### config.mk
export PLATFORM = sky130hd
export DESIGN_NAME = mux_scan_n1_flat
export DESIGN_NICKNAME = d
export VERILOG_FILES = /design/src/rtl/mux_scan_n1_if.sv /design/src/rtl/mux_scan_n1.sv /design/src/flat_wrapper.sv
export SDC_FILE = /design/constraint.sdc
export NUM_CORES = 1
export LEC_CHECK = 0
export CAP_MARGIN = 25
export CELL_PAD_IN_SITES_DETAIL_PLACEMENT = 0
export CELL_PAD_IN_SITES_GLOBAL_PLACEMENT = 1
export CORE_UTILIZATION = 40
export DETAILED_ROUTE_END_ITERATION = 7
export PLACE_DENSITY = 0.95
export SETUP_SLACK_MARGIN = 0.02
export SLEW_MARGIN = 15
export SYNTH_ARGS = -nofsm -noshare
export SYNTH_HDL_FRONTEND = slang
export SYNTH_SLANG_ARGS = --single-unit
export TNS_END_PERCENT = 1
### constraint.sdc
create_clock -name clk -period 3.5 [get_ports clk]
set_input_delay 0.875 -clock clk [delete_from_list [all_inputs] [get_ports clk]]
set_output_delay 0.875 -clock clk [all_outputs]
set_load 0.02 [all_outputs]
### src/rtl/mux_scan_n1_if.sv
// Channel bus for mux_scan_n1: packed channel inputs, select/scan controls,
// and the registered tagged output.
interface mux_scan_n1_if #(
    parameter int N_CH    = 16,
    parameter int W       = 1,
    parameter int SEL_W   = 4,
    parameter int DWELL_W = 8
);
    logic [N_CH*W-1:0]  a;
    logic [SEL_W-1:0]   b;
    logic               mode;
    logic [DWELL_W-1:0] dwell;
    logic               en;
    logic [W-1:0]       out;
    logic [SEL_W-1:0]   ch;
    logic               wrap;
    logic               err;

    modport master (
        output a, b, mode, dwell, en,
        input  out, ch, wrap, err
    );

    modport slave (
        input  a, b, mode, dwell, en,
        output out, ch, wrap, err
    );
endinterface

### src/rtl/mux_scan_n1.sv
// Registered N:1 channel multiplexer with direct select and an auto-scan mode
// that steps through all channels, holding each for dwell+1 enabled cycles.
module mux_scan_n1 #(
    parameter int N_CH    = 16,
    parameter int W       = 1,
    parameter int SEL_W   = 4,
    parameter int DWELL_W = 8
) (
    input  logic         clk,
    input  logic         rst_n,
    mux_scan_n1_if.slave bus
);
    localparam logic [0:0] ST_DIRECT = 1'b0;
    localparam logic [0:0] ST_SCAN   = 1'b1;

    localparam logic [SEL_W:0]   NCH_X = (SEL_W+1)'(N_CH);
    localparam logic [SEL_W-1:0] LAST  = SEL_W'(N_CH-1);

    logic [0:0]         state_q, state_d;
    logic [SEL_W-1:0]   cur_q, cur_d;
    logic [DWELL_W-1:0] cnt_q, cnt_d;
    logic [W-1:0]       out_q, out_d;
    logic [SEL_W-1:0]   ch_q, ch_d;
    logic               wrap_q, wrap_d;
    logic               err_q, err_d;

    logic               b_ok;
    logic [W-1:0]       a_b;
    logic [W-1:0]       a_cur;

    assign b_ok = ({1'b0, bus.b} < NCH_X);

    // Constant-index slices only, so out-of-range selects never index past a.
    always_comb begin
        a_b   = '0;
        a_cur = '0;
        for (int unsigned i = 0; i < N_CH; i++) begin
            if (bus.b == SEL_W'(i)) a_b   = bus.a[i*W +: W];
            if (cur_q == SEL_W'(i)) a_cur = bus.a[i*W +: W];
        end
    end

    always_comb begin
        state_d = state_q;
        cur_d   = cur_q;
        cnt_d   = cnt_q;
        out_d   = out_q;
        ch_d    = ch_q;
        wrap_d  = wrap_q;
        err_d   = err_q;
        if (bus.en) begin
            if (state_q == ST_SCAN && bus.mode) begin
                out_d = a_cur;
                ch_d  = cur_q;
                err_d = 1'b0;
                if (cnt_q >= bus.dwell) begin
                    cnt_d  = '0;
                    cur_d  = (cur_q == LAST) ? '0 : cur_q + SEL_W'(1);
                    wrap_d = (cur_q == LAST);
                end else begin
                    cnt_d  = cnt_q + DWELL_W'(1);
                    wrap_d = 1'b0;
                end
            end else begin
                // Direct rules also cover scan exit and the scan entry cycle.
                out_d   = b_ok ? a_b : '0;
                ch_d    = bus.b;
                err_d   = ~b_ok;
                wrap_d  = 1'b0;
                cnt_d   = '0;
                state_d = bus.mode ? ST_SCAN : ST_DIRECT;
                if (bus.mode) cur_d = b_ok ? bus.b : '0;
            end
        end
    end

    always_ff @(posedge clk or negedge rst_n) begin
        if (!rst_n) begin
            state_q <= ST_DIRECT;
            cur_q   <= '0;
            cnt_q   <= '0;
            out_q   <= '0;
            ch_q    <= '0;
            wrap_q  <= 1'b0;
            err_q   <= 1'b0;
        end else begin
            state_q <= state_d;
            cur_q   <= cur_d;
            cnt_q   <= cnt_d;
            out_q   <= out_d;
            ch_q    <= ch_d;
            wrap_q  <= wrap_d;
            err_q   <= err_d;
        end
    end

    assign bus.out  = out_q;
    assign bus.ch   = ch_q;
    assign bus.wrap = wrap_q;
    assign bus.err  = err_q;
endmodule

### src/flat_wrapper.sv
// flat-port wrapper written by rule: the top's interface ports become plain ports
module mux_scan_n1_flat 
#(
    parameter int N_CH    = 16,
    parameter int W       = 1,
    parameter int SEL_W   = 4,
    parameter int DWELL_W = 8
)
  (clk, rst_n, bus_a, bus_b, bus_mode, bus_dwell, bus_en, bus_out, bus_ch, bus_wrap, bus_err);
  mux_scan_n1_if #(.N_CH(N_CH), .W(W), .SEL_W(SEL_W), .DWELL_W(DWELL_W)) bus_i ();
  input  logic clk;
  input  logic rst_n;
  input wire logic [$bits(bus_i.a)-1:0] bus_a;
  input wire logic [$bits(bus_i.b)-1:0] bus_b;
  input wire logic [$bits(bus_i.mode)-1:0] bus_mode;
  input wire logic [$bits(bus_i.dwell)-1:0] bus_dwell;
  input wire logic [$bits(bus_i.en)-1:0] bus_en;
  output wire logic [$bits(bus_i.out)-1:0] bus_out;
  output wire logic [$bits(bus_i.ch)-1:0] bus_ch;
  output wire logic [$bits(bus_i.wrap)-1:0] bus_wrap;
  output wire logic [$bits(bus_i.err)-1:0] bus_err;
  assign bus_i.a = bus_a;
  assign bus_i.b = bus_b;
  assign bus_i.mode = bus_mode;
  assign bus_i.dwell = bus_dwell;
  assign bus_i.en = bus_en;
  assign bus_out = bus_i.out;
  assign bus_ch = bus_i.ch;
  assign bus_wrap = bus_i.wrap;
  assign bus_err = bus_i.err;
  mux_scan_n1 #(.N_CH(N_CH), .W(W), .SEL_W(SEL_W), .DWELL_W(DWELL_W)) u_core (.clk(clk), .rst_n(rst_n), .bus(bus_i));
endmodule
==> impl_results.md, run 1 <==
- DP Wirelength: approximately 3000 um
- Worst setup EP type: flip-flop
- Number of global-route vias before repair: 1330
- Clock latency on the worst-skew pair: around 0.26 ns
- Number of max-cap violations: 0
- Crit path launch: bus_dwell[2]
- Cts bufs inserted: 3
- H-tree levels: 1
- Die X: 65.9 um
- CTS max path bufs: 2
- RSZ-0062 raised after global routing: no
- CP Class: in2reg
- Buffers inserted by post-CTS timing repair: 0
- Drt total wl: just under 4000 um
- Worst r2r src: u_core.cnt_q[4]$_DFFE_PN0P_
- Synth cell types: 48
- Period utilization: 79.2%
- Delay-heaviest family, CP: compound AO/OA/AOI/OAI gates
- Mean area per synthesized cell: 8.46 um^2
- Leakage power: 0.866 nW
- Post_cts resized: 0
- First-pass GRT wire length: about 6000 um
- CTS tree: done
- # setup viols final: 0
- Final core occ: 54.4%
- Worst EP required: 3.67 ns
- CP max stage cell: clkdlybuf4s50_1
- Sequential share of the synthesized area: approximately 29%
- Post-Syn Area: approximately 1600 um^2
- Primary FF master, synth: dfrtp_1
- Remaining DRCs: 0
- Peak VDD IR: approximately 0.18 mV
- WP data arrival: 2.94 ns
- Relative slew margins: 42.0%
- CTS clock-pin slew for the worst setup and hold paths: 0.07 ns
- Leading area contributor after synthesis: dfrtp_1
- Share of post-route cells with drive strength above 1: around 8.0%
- Number of core rows: 22
- All-Layer GR Usage: between 15 and 20%
- Top cells by area, synth: dfrtp_1 (29%), ha_1 (10%), o21ai_0 (4.6%)
- Port bufs: 37
- Tmin final: between 2 and 3 ns
- Post-synth EDFFs: 0
- Worst-Margin Slew: about 0.87 ns
- GRT Residual Overflow: 0
- Yosys reg bits: 19
- ANT nets after route: 0
- # nets final: about 270
- Core box area: 3800 um^2
- Power Dens Cells: 321 nW/um^2
- Hold WC Path Type: reg2reg
- Die H: 65.9 um
- Clock root buffer master: clkbuf_8
- Async set-reset flop share out of synthesis: 100%
- Via count: approximately 1500
- Largest stage delay, worst path: 0.46 ns
- HP Start: u_core.bus.ch[3]$_DFFE_PN0P_
- Worst-path fanout max: 9
- Initial antenna violation count: 0
- Antenna cells: 0
- CP cell instances: clkdlybuf4s50_1 -> inv_1 -> ha_1 -> a21oi_1 -> o21ai_2 -> a41oi_2 -> or2_1 -> nand3_2 -> o311ai_2
- Die area: 4340 um^2
- Pin count of the biggest net entering global routing: 20
- CP startpoint kind: input port
- Syn Nets: 238
- Synth Instances: 193
- Syn. warnings: 0
- Highest clock rate: 0.361 GHz
- Hold Violations, Final: 0
- Max-slew violation count: 0
- Initial DRC Count: 89
- Worst-case clock skew: 0.000523 ns
- Boundary Pins: 39
- Synth cell count leaders: dfrtp_1 (19), inv_1 (19), nand2_1 (18), o21ai_0 (15), ha_1 (13)
- Worst path buffer plus inverter count: 2
- CTS Sinks: 19
- Synth top area share: 29.1%
- Hold Buf Count CTS: 0
- Placer Congestion: between 0.8 and 0.9
- Starting Density: between 40 and 50%
- First drt pass iteration count: 4
- Status: completed
- Layout Area Growth over Synthesis: 26.5%
- Vias per cell: ~5.7
- DR WL/cell: 14.1 um
- Setup TNS: 0 ns
## layer usage
metal	global-route usage (%)	vias up	share of wire (%)
met3	4.66	6	5.5
li1	-	770	-
met5	0	-	0
met2	27.2	56	44
met1	26.9	717	50
met4	3.53	0	1.1
## where the power goes
part,internal [W],total [W],switching [W]
registers,0.000238,0.000271,0.0000326
logic,0.000117,0.000235,0.000118
clock network,0.0000792,0.000156,0.0000772
total,0.000435,0.000663,0.000228
## final cells by class
| cell class | count | area (um^2) |
|---|---|---|
| clock buffers | 3 | 41.3 |
| clock inverters | 1 | 5.00 |
| fillers | 350 | 1730 |
| inverters | 19 | 71.3 |
| flip-flops and latches | 19 | 475 |
| multi-input cells | 144 | 1030 |
| well taps | 48 | 60.1 |
| repair buffers | 39 | 385 |
## tightest hold or removal path: stages (launching register included)
cell and delay, ns:
dfrtp_1 0.38, nor2_1 0.08, a31oi_1 0.04
## registers in the layout, indices dropped and copies added, names as in the netlist
signal / cells
u_core.bus.ch: 4
u_core.bus.out: 1
u_core.bus.wrap: 1
u_core.cnt_q: 8
u_core.cur_q: 4
u_core.state_q: 1
## cells by family (layout without fill, tap and decap cells)
group,count (synthesis),after routing,share of synthesized area [%]
buf+inv,30,62,7.97
mux,8,8,7.28
flops,19,19,29.1
compound gates,65,65,27.4
other cells,1,1,0.230
simple gates,57,57,18.1
fa+ha+maj,13,13,9.96
## worst paths after layout
check | to | depth (start not counted) | slack, ns
setup / recovery | u_core.cnt_q[4]$_DFFE_PN0P_ | 9 | 0.73
hold / removal | u_core.bus.ch[3]$_DFFE_PN0P_ | 2 | 0.55
setup reg to reg | u_core.cnt_q[4]$_DFFE_PN0P_ | 7 | 1.40
hold reg to reg | u_core.bus.ch[3]$_DFFE_PN0P_ | 2 | 0.55
max in group asynchronous | u_core.cnt_q[5]$_DFFE_PN0P_ | 1 | 1.86
min in group asynchronous | u_core.cnt_q[2]$_DFFE_PN0P_ | 1 | 1.11
## stage by stage
| step | total power (W) | hold WS (ns) | area [um^2] | worst slack [ns] | cells |
|---|---|---|---|---|---|
| after CTS | 0.000663 | 0.552 | 2070 | 0.729 | 273 |
| after floorplan | 0.000414 | 0.504 | 1630 | 1.16 | 193 |
| final | 0.000663 | 0.545 | 2070 | 0.730 | 273 |
| after detailed placement | 0.000508 | 0.538 | 2020 | 0.457 | 269 |
| after global routing | 0.000704 | 0.575 | 2070 | 0.613 | 273 |
| after global placement | 0.000507 | 0.528 | 2020 | 0.524 | 269 |
## cell usage in the layout (no fill, tap or decap), drive strengths merged, types with 2 or more instances in the layout
| cell type | instances |
|---|---|
| a21oi | 13 |
| nor2 | 10 |
| nand2 | 18 |
| nand3 | 10 |
| clkdlybuf4s50 | 37 |
| and2 | 2 |
| ha | 13 |
| dfrtp | 19 |
| o22ai | 8 |
| a211oi | 3 |
| mux2i | 4 |
| and3 | 2 |
| o2bb2ai | 3 |
| nand2b | 3 |
| inv | 19 |
| o311ai | 2 |
| o21ai | 17 |
| nor2b | 3 |
| buf | 2 |
| mux4 | 3 |
| a31oi | 7 |
| a21o | 2 |
| clkbuf | 3 |
| o21a | 2 |
| or3 | 2 |
| nor3b | 3 |
Power figures use the tool's default switching activity.
==> inputs of run 2 (changes only) <==
--- a/config.mk
+++ b/config.mk
@@ -8,9 +8,9 @@
 export CAP_MARGIN = 25
 export CELL_PAD_IN_SITES_DETAIL_PLACEMENT = 0
 export CELL_PAD_IN_SITES_GLOBAL_PLACEMENT = 1
-export CORE_UTILIZATION = 40
+export CORE_UTILIZATION = 37
 export DETAILED_ROUTE_END_ITERATION = 7
-export PLACE_DENSITY = 0.95
+export PLACE_DENSITY = 0.92
 export SETUP_SLACK_MARGIN = 0.02
 export SLEW_MARGIN = 15
 export SYNTH_ARGS = -nofsm -noshare
==> constraint.sdc (replaced) <==
create_clock -name clk -period 2.75 [get_ports clk]
set_input_delay 0.6875 -clock clk [delete_from_list [all_inputs] [get_ports clk]]
set_output_delay 0.6875 -clock clk [all_outputs]
set_load 0.02 [all_outputs]
==> run 2 against run 1 <==
Sequential power up 27%. Routed wire length fell by 4.4%. Highest routed layer unchanged. Combinational power is 28% higher. Via count decreased by 1.9%. Critical path type unchanged. Count of clock-buffer cells in the layout is 1 higher.
==> impl_results.md, run 2 (synthesized netlist as in run 1, its figures left out) <==
- Status: completed
- Number of flip-flops in the largest register: 8 (unchanged)
- Initial DRC Count: 132 (+48%)
- Post_cts resized: 0 (unchanged)
- Placer Congestion: 0.863 (-2.1%)
- Metal3 WL: 172 um (-18%)
- Die H: 68.4 um (+3.9%)
- Power Dens Cells: 399 nW/um^2 (+24%)
- Clock power frac: 23.2% (-0.4 points)
- GRT Residual Overflow: 0 (unchanged)
- Tmin final: 2.51 ns
- CTS clock-pin slew for the worst setup and hold paths: 0.07 ns (about the same)
- Vias per cell: 5.43 (-4.3%)
- Pin count of the biggest net entering global routing: 22 (+10%)
- Flop pwr share: 41.0% (about the same)
- Commonest cells after routing, fill and taps aside: clkdlybuf4s50_1 (37), inv_1 (19), dfrtp_1 (19)
- Leakage power: 0.886 nW (+2.3%)
- Clock root buffer master: clkbuf_8
- Share of post-route cells with drive strength above 1: 9.57% (+1.6 points)
- RSZ-0062 raised after global routing: no
- Peak VDD IR: 0.195 mV (+7.0%)
- Commonest non-fill, non-tap cell in the layout: clkdlybuf4s50_1
- Remaining DRCs: 0 (unchanged)
- All-Layer GR Usage: 17.6% (-0.85 points)
- Period utilization: between 90 and 100%
- Number of core rows: 23 (+4.5%)
- Placed cells: 276 (+2.6%)
- Clock latency on the worst-skew pair: 0.26 ns (about the same)
- Final non-filler cell area: 2100 um^2 (+1.9%)
- Drt total wl: 3690 um (-4.4%)
- ANT nets after route: 0 (unchanged)
- CP max stage cell: clkdlybuf4s50_1
- # nets final: 276 (+1.8%)
- CP Class: in2reg
- Starting Density: 39.7% (-3.3 points)
- CP cell instances: clkdlybuf4s50_1 -> inv_1 -> ha_1 -> a21oi_1 -> o21ai_2 -> a41oi_2 -> or2_1 -> nand3_2 -> o311ai_2
- Antenna cells: 0 (unchanged)
- Non-filler cells, final: 280 (+2.6%)
- Setup TNS: 0 ns (unchanged)
- CTS tree: done
- Total Power: 0.000839 W (+27%)
- Hold Buf Count CTS: 0 (unchanged)
- Cts bufs inserted: 3 (unchanged)
- Hold Violations, Final: 0 (unchanged)
- Area after DPL: 2060 um^2 (+2.0%)
- WP data arrival: 2.66 ns (-0.28 ns)
- DR WL/cell: 13.2 um (-6.8%)
- Internal: 0.000559 W (+29%)
- Via count: 1520 (-1.9%)
- Layout Area Growth over Synthesis: 28.9%
- Die area: 4680 um^2 (+7.9%)
- CTS max path bufs: 2 (unchanged)
- Boundary Pins: 39 (unchanged)
- Core box area: 4120 um^2 (+8.3%)
- Max-slew violation count: 0 (unchanged)
- Die X: 68.4 um (+3.9%)
- Worst setup EP type: flip-flop
- Combinational cell fraction of total power: 35.7% (+0.2 points)
- Largest stage delay, worst path: 0.46 ns (about the same)
- Hold WC Path Type: reg2reg
- Uppermost layer routed: met4
- Net switching power figure: 0.000280 W (+23%)
- Delay-heaviest family, CP: compound AO/OA/AOI/OAI gates
- H-tree levels: 1 (unchanged)
- DR WL met2: 1710 um (+1.8%)
- Initial antenna violation count: 0 (unchanged)
- Hold_ws: 0.540 ns (-0.00535 ns)
- First drt pass iteration count: 4 (unchanged)
- First-pass GRT wire length: 6100 um (-0.89%)
- Net Sw Frac: 33.4% (-1.1 points)
- Worst-path fanout max: 7 (-2)
- Number of max-cap violations: 0 (unchanged)
- # setup viols final: 0 (unchanged)
- Routed length on met1: 1770 um (-7.5%)
- Buffers inserted by post-CTS timing repair: 0 (unchanged)
- Largest register by flop count: u_core.cnt_q
- CTS Sinks: 19 (unchanged)
- DP Wirelength: 2870 um (-3.8%)
- CP startpoint kind: input port
- Number of global-route vias before repair: 1300 (-2.3%)
- Worst-case clock skew: 0.00264 ns (+0.00212 ns)
- Port bufs: 37 (unchanged)
- Highest clock rate: 0.399 GHz
- Worst path buffer plus inverter count: 2 (unchanged)
- Worst EP required: 2.91 ns (-0.76 ns)
==> run 2: cell type report <==
cell class / count / area, um^2
inverter: 19 / 71.3
clock buffer: 4 / 45.0
tap: 50 / 62.6
multi-input combinational: 144 / 1030
timing repair buffer: 44 / 423
fill: 399 / 2010
sequential: 19 / 475
==> run 2: metal layers <==
metal	global-route usage, %	vias up
met5	0	-
met4	4.69	0
met3	3.50	2
met2	27.6	34
met1	24.3	710
li1	-	774
==> run 2: per-stage QoR <==
stage	util [%]	setup WS, ns
2_1_floorplan	-	0.602
3_3_place_gp	50.0	0.0372
3_5_place_dp	50.0	-0.0262
4_1_cts	51.1	0.221
5_1_grt	51.1	0.0529
6_report	51.1	0.242
==> run 2: worst paths after layout <==
kind | from | endpoint | slack (ns) | cells past startpoint
worst max register to register | u_core.cnt_q[2]$_DFFE_PN0P_ | u_core.cnt_q[4]$_DFFE_PN0P_ | 0.73 | 7
worst min-delay path | u_core.bus.ch[2]$_DFFE_PN0P_ | u_core.bus.ch[2]$_DFFE_PN0P_ | 0.54 | 2
min in group asynchronous | rst_n | u_core.bus.ch[0]$_DFFE_PN0P_ | 0.76 | 2
worst max-delay path | bus_dwell[2] | u_core.cnt_q[4]$_DFFE_PN0P_ | 0.24 | 9
max in group asynchronous | rst_n | u_core.cur_q[0]$_DFFE_PN0P_ | 1.79 | 2
worst min register to register | u_core.bus.ch[2]$_DFFE_PN0P_ | u_core.bus.ch[2]$_DFFE_PN0P_ | 0.54 | 2
==> run 2: power by group through the flow <==
| stage | Clock, W | Combinational, W | Sequential (W) |
|---|---|---|---|
| global placement | 0 | 0.000297 | 0.000349 |
| global route | 0.000213 | 0.000336 | 0.000349 |
| floorplan | 0 | 0.000184 | 0.000343 |
| detailed placement | 0 | 0.000298 | 0.000350 |
| finish | 0.000195 | 0.000300 | 0.000344 |
| CTS | 0.000199 | 0.000300 | 0.000344 |
==> run 2: worst min-delay path: cells and delay by family (launching register included) <==
| kind | cells | cell delay, ns |
|---|---|---|
| simple gates | 1 | 0.09 |
| compound gates | 1 | 0.04 |
| flops | 1 | 0.38 |
